$ cat src/rtl/fir_folded.sv
// Folded FIR: one shared MAC walks all taps per sample over a circular delay line.
// Programmable coefficients, valid/ready streams, selectable rounding, output saturation.
module fir_folded #(
  parameter int WL      = 14,
  parameter int COEF_WL = 14,
  parameter int TAP_NUM = 37,
  parameter int ACC_WL  = 34,
  parameter int OUT_WL  = 20,
  parameter int SHIFT   = 8,
  parameter int ROUND   = 1
) (
  input  logic                        clk,
  input  logic                        rst,
  input  logic                        in_valid,
  input  logic signed [WL-1:0]        in_data,
  output logic                        in_ready,
  output logic                        out_valid,
  output logic signed [OUT_WL-1:0]    out_data,
  input  logic                        out_ready,
  input  logic                        coef_we,
  input  logic [$clog2(TAP_NUM)-1:0]  coef_addr,
  input  logic signed [COEF_WL-1:0]   coef_wdata,
  input  logic                        flush
);

  localparam int AW = $clog2(TAP_NUM);
  localparam int PW = WL + COEF_WL;
  localparam int EW = ACC_WL + 1;
  localparam int HW = EW - OUT_WL + 1;
  localparam logic [AW-1:0] LAST = AW'(TAP_NUM - 1);
  localparam logic [EW-1:0] RND =
    (ROUND != 0) ? (EW'(1) << (SHIFT - 1)) : '0;

  typedef enum logic [1:0] {
    S_IDLE,
    S_MAC,
    S_OUT
  } state_t;

  state_t                     r_state;
  logic signed [COEF_WL-1:0]  r_coef [TAP_NUM];
  logic signed [WL-1:0]       r_buf  [TAP_NUM];
  logic [AW-1:0]              r_wptr;
  logic [AW-1:0]              r_k;
  logic [AW-1:0]              r_idx;
  logic signed [ACC_WL-1:0]   r_acc;
  logic                       r_in_ready;
  logic                       r_out_valid;
  logic signed [OUT_WL-1:0]   r_out_data;

  logic signed [COEF_WL-1:0]  w_c;
  logic signed [WL-1:0]       w_d;
  logic signed [PW-1:0]       w_ce;
  logic signed [PW-1:0]       w_de;
  logic signed [PW-1:0]       w_prod;
  logic signed [ACC_WL-1:0]   w_prod_x;
  logic signed [ACC_WL-1:0]   w_acc_nxt;
  logic signed [EW-1:0]       w_rnd;
  logic signed [EW-1:0]       w_shf;
  logic [HW-1:0]              w_hi;
  logic                       w_fits;
  logic signed [OUT_WL-1:0]   w_sat;
  logic                       w_last;
  logic                       w_coef_wr;
  logic [AW-1:0]              w_wptr_nxt;
  logic [AW-1:0]              w_idx_nxt;

  assign w_c      = r_coef[r_k];
  assign w_d      = r_buf[r_idx];
  assign w_ce     = {{WL{w_c[COEF_WL-1]}}, w_c};
  assign w_de     = {{COEF_WL{w_d[WL-1]}}, w_d};
  assign w_prod   = w_ce * w_de;
  assign w_prod_x = {{(ACC_WL-PW){w_prod[PW-1]}}, w_prod};
  assign w_acc_nxt = r_acc + w_prod_x;

  // One guard bit so the rounding offset cannot wrap a full-scale sum.
  assign w_rnd  = {w_acc_nxt[ACC_WL-1], w_acc_nxt} + RND;
  assign w_shf  = w_rnd >>> SHIFT;
  assign w_hi   = w_shf[EW-1:OUT_WL-1];
  assign w_fits = (&w_hi) | ~(|w_hi);
  assign w_sat  = w_fits ? w_shf[OUT_WL-1:0] :
                  w_shf[EW-1] ? {1'b1, {(OUT_WL-1){1'b0}}} :
                                {1'b0, {(OUT_WL-1){1'b1}}};

  assign w_last     = (r_k == LAST);
  assign w_wptr_nxt = (r_wptr == LAST) ? '0 : r_wptr + AW'(1);
  assign w_idx_nxt  = (r_idx == '0) ? LAST : r_idx - AW'(1);
  assign w_coef_wr  = coef_we && (r_state == S_IDLE) &&
                      (int'(coef_addr) < TAP_NUM);

  assign in_ready  = r_in_ready;
  assign out_valid = r_out_valid;
  assign out_data  = r_out_data;

  always_ff @(posedge clk or posedge rst) begin
    if (rst) begin
      for (int i = 0; i < TAP_NUM; i++) begin
        r_coef[i] <= '0;
        r_buf[i]  <= '0;
      end
      r_state     <= S_IDLE;
      r_wptr      <= '0;
      r_k         <= '0;
      r_idx       <= '0;
      r_acc       <= '0;
      r_in_ready  <= 1'b1;
      r_out_valid <= 1'b0;
      r_out_data  <= '0;
    end else begin
      if (w_coef_wr) begin
        r_coef[coef_addr] <= coef_wdata;
      end
      if (flush) begin
        for (int i = 0; i < TAP_NUM; i++) begin
          r_buf[i] <= '0;
        end
        r_state     <= S_IDLE;
        r_wptr      <= '0;
        r_k         <= '0;
        r_idx       <= '0;
        r_acc       <= '0;
        r_in_ready  <= 1'b1;
        r_out_valid <= 1'b0;
        r_out_data  <= '0;
      end else begin
        unique case (r_state)
          S_IDLE: begin
            if (in_valid) begin
              r_buf[r_wptr] <= in_data;
              r_acc         <= '0;
              r_k           <= '0;
              r_idx         <= r_wptr;
              r_in_ready    <= 1'b0;
              r_state       <= S_MAC;
            end
          end
          S_MAC: begin
            r_acc <= w_acc_nxt;
            r_k   <= r_k + AW'(1);
            r_idx <= w_idx_nxt;
            if (w_last) begin
              r_wptr      <= w_wptr_nxt;
              r_out_data  <= w_sat;
              r_out_valid <= 1'b1;
              r_state     <= S_OUT;
            end
          end
          S_OUT: begin
            if (out_ready) begin
              r_out_valid <= 1'b0;
              r_in_ready  <= 1'b1;
              r_state     <= S_IDLE;
            end
          end
          default: begin
            r_state <= S_IDLE;
          end
        endcase
      end
    end
  end

endmodule

$ cat config.mk
export PLATFORM = sky130hd
export DESIGN_NAME = fir_folded
export DESIGN_NICKNAME = d
export VERILOG_FILES = /design/src/rtl/fir_folded.sv
export SDC_FILE = /design/constraint.sdc
export NUM_CORES = 2
export LEC_CHECK = 0
export CAP_MARGIN = 20
export CORE_ASPECT_RATIO = 1.4
export CORE_UTILIZATION = 50
export CTS_BUF_LIST = sky130_fd_sc_hd__clkbuf_8 sky130_fd_sc_hd__clkbuf_16
export DETAILED_ROUTE_END_ITERATION = 7
export PLACE_DENSITY = 0.74
export SLEW_MARGIN = 40
export SYNTH_ARGS = -nofsm -noshare
export SYNTH_HDL_FRONTEND = slang
export SYNTH_SLANG_ARGS = --single-unit
$ cat constraint.sdc
create_clock -name clk -period 39 [get_ports clk]
set_input_delay 7.8 -clock clk [delete_from_list [all_inputs] [get_ports clk]]
set_output_delay 7.8 -clock clk [all_outputs]
set_load 0.05 [all_outputs]
==> flow_metrics.tcl <==
set metrics [dict create \
    setup_slack_ps 27040 \
    antenna_found_initial 0 \
    end_kind "flip-flop" \
    ys_types 85 \
    dr.pass1.iters 5 \
    cpMostUsedCell "fa_1" \
    worst_hold_slack_ps 473 \
    grt-ovfl-total 0 \
    synth_cells 5225 \
    p_leak_nw 31.2 \
    synth-async-reset-ratio_pct 100 \
    whs_endpoint "r_buf[382]" \
    synth_ff_type "dfrtp_1" \
    critPathMaxStageDelay_ps 800 \
    setup_viol 0 \
    cp_max_fo 31 \
    whs_path_depth 2 \
    routed_wl_um 155000 \
    layout_commonest_cell "dfrtp_1" \
    groute.usage.overall_pct 25.7 \
    nets 5555 \
    mostFrequentLayoutCells "dfrtp_1 (1103), nand2_1 (727), o21ai_0 (609), mux2_2 (520), inv_1 (444)" \
    vias 40600 \
    gp_congestion 0.915 \
    worstRegToRegCells 33 \
    row_count 151 \
    coreArea_mm2 0.121 \
    cts_tree "yes" \
    io_pins 62 \
    clock_latency_ps 750 \
    die_h_um 415 \
    place_area_mm2 0.0635 \
    post_cts_buffers 0 \
    design_area_mm2 0.0672 \
    synth_area_per_cell_um2 11.7 \
    remaining_drc_errors 0 \
    cts_resized 0 \
    antenna_left 0 \
    grt_max_degree 101 \
    cp_num_buf_inv 8 \
    utilization_pct 55.5 \
    hpwl_um 104000 \
    slew_headroom_pct 43.2 \
    cts_hold_buf 0 \
    grt_pass1_wl_um 248000 \
    finalMaxSlewViolations 0 \
    outcome "complete, no violations" \
    worstHoldPathType "reg2reg" \
    required_ps 39600 \
    r2r_slack_ps 27040 \
    wl_per_cell_um 22.7 \
    maxCapViolCount 0 \
    synth_edf_count 0 \
    htree_levels 3 \
    cp-startpoint "r_idx[0]" \
    pre_cts_slack_ps 27190 \
    synth-seq-area-share_pct 45.6 \
    power_mw 2.67 \
    arrival_ps 12560 \
    start_util_pct 50.4 \
    die_x_um 297 \
    crit_type "reg2reg" \
    dp.cells 6640 \
    p_per_area_mw_per_mm2 39.8 \
    period_needed_ps 11960 \
    clkSlewWorstSetupHoldPaths_ps 60 \
    max_freq_mhz 83.6 \
    rsz0062_at_grt "false" \
    final-hold-violation-count 0 \
    crit_family "adder cells" \
    worstReg2RegEnd "out_data[10]" \
    drive_gt1_share_pct 23.4 \
    drt_iter0_drc 3191 \
    crit_slowest_cell "dfrtp_4" \
    syn_nets 5636 \
    areaGrowthSynthToFinish_pct 10.1 \
    routed_via_density 5.93 \
    ir_worst_vdd_v 0.0000349 \
    tns_ps 0 \
    grt_pass1_vias 43400 \
    hold_start "r_buf[382]" \
    numPortBuffers 61 \
    cts_buffers 108 \
    startpoint_type "flip-flop" \
    die_area_mm2 0.123 \
    clock_path_buffers 3 \
    synth-seq-cells 1112 \
    stdcell_count 6838 \
    cts-root-buf "clkbuf_16" \
    tightest_slew_ps 846 \
    cts_sinks 1112 \
    rr_startpoint "r_idx[0]" \
    ys_warn_count 0 \
    netlist_area_mm2 0.0610 \
    finClkSkew_ps 90.7 \
    final.period_utilization_pct 30.7 \
]
[sequential cells by signal (all words and copies together), names as in the netlist]
signal,flops
r_k,6
out_valid,1
r_coef,518
r_idx,6
out_data,20
r_state,2
in_ready,1
r_buf,518
r_acc,34
r_wptr,6
[worst min-delay path: stages, from the launching register on]
cell,delay (ps)
dfrtp_1,340
nand2_1,40
o21ai_0,60
[logic make-up (layout without fill, tap and decap cells)]
logic type | Yosys count | count (layout) | synth area share, %
XOR/XNOR | 57 | 57 | 0.855
AND/OR/NAND/NOR | 1174 | 1174 | 8.39
other | 0 | 1 | 0
buffers and inverters | 808 | 814 | 5.04
AO/OA/AOI/OAI | 858 | 858 | 7.96
multiplexers | 845 | 845 | 21.2
adder cells (fa/ha/maj) | 371 | 371 | 10.9
flip-flops | 1112 | 1112 | 45.6
[power breakdown]
part           switching (mW)  internal [mW]  leakage, nW
sequential             0.0350           1.21         15.3
clock                   0.469          0.606         1.90
combinational           0.206          0.148         14.0
[Yosys cell counts (15+ instances only)]
library cell	count	area, µm²
nor3_1	24	120
mux4_2	308	6940
and3_1	18	113
and2_1	15	93.8
a22o_1	22	193
nand2_1	751	2820
nor2b_1	60	375
mux2_2	520	5860
a31oi_1	16	100
nor2_1	154	578
o21ai_0	621	3110
buf_1	73	274
fa_1	269	5390
clkbuf_1	293	1100
nand3_1	31	155
a21oi_1	73	365
dfrtp_1	1111	27800
mux2i_1	16	160
inv_1	422	1580
a221o_1	18	180
xnor2_1	35	307
buf_2	15	75.1
ha_1	102	1280
nand2b_1	44	275
nand4_1	15	93.8
xor2_1	19	166
[how the worst max path moves through the flow]
| stage | endpoint | cells past startpoint |
|---|---|---|
| floorplan | out_data[0] | 1 |
| finish | out_data[10] | 33 |
| CTS | out_data[4] | 33 |
| global placement | r_coef[103] | 6 |
| detailed placement | out_data[4] | 33 |
| global route | out_data[10] | 33 |
[metal layers]
metal	share of wire (%)	GRT usage (%)	routed length, µm
met5	0	0	0
met4	4.7	12.1	7260
met3	5.5	3.60	8530
met2	51	44.6	79500
met1	39	31.6	59800
[final cells by class]
type,count,area (µm²)
fillers,9849,53900
multi-input cells,3305,30300
flip-flops and latches,1112,27800
clock buffers,131,3030
well taps,1606,2010
repair buffers,194,1760
inverters,423,1590
clock inverters,66,652
diodes,1,2.50
Note: power is estimated with default switching activity, not from simulation.
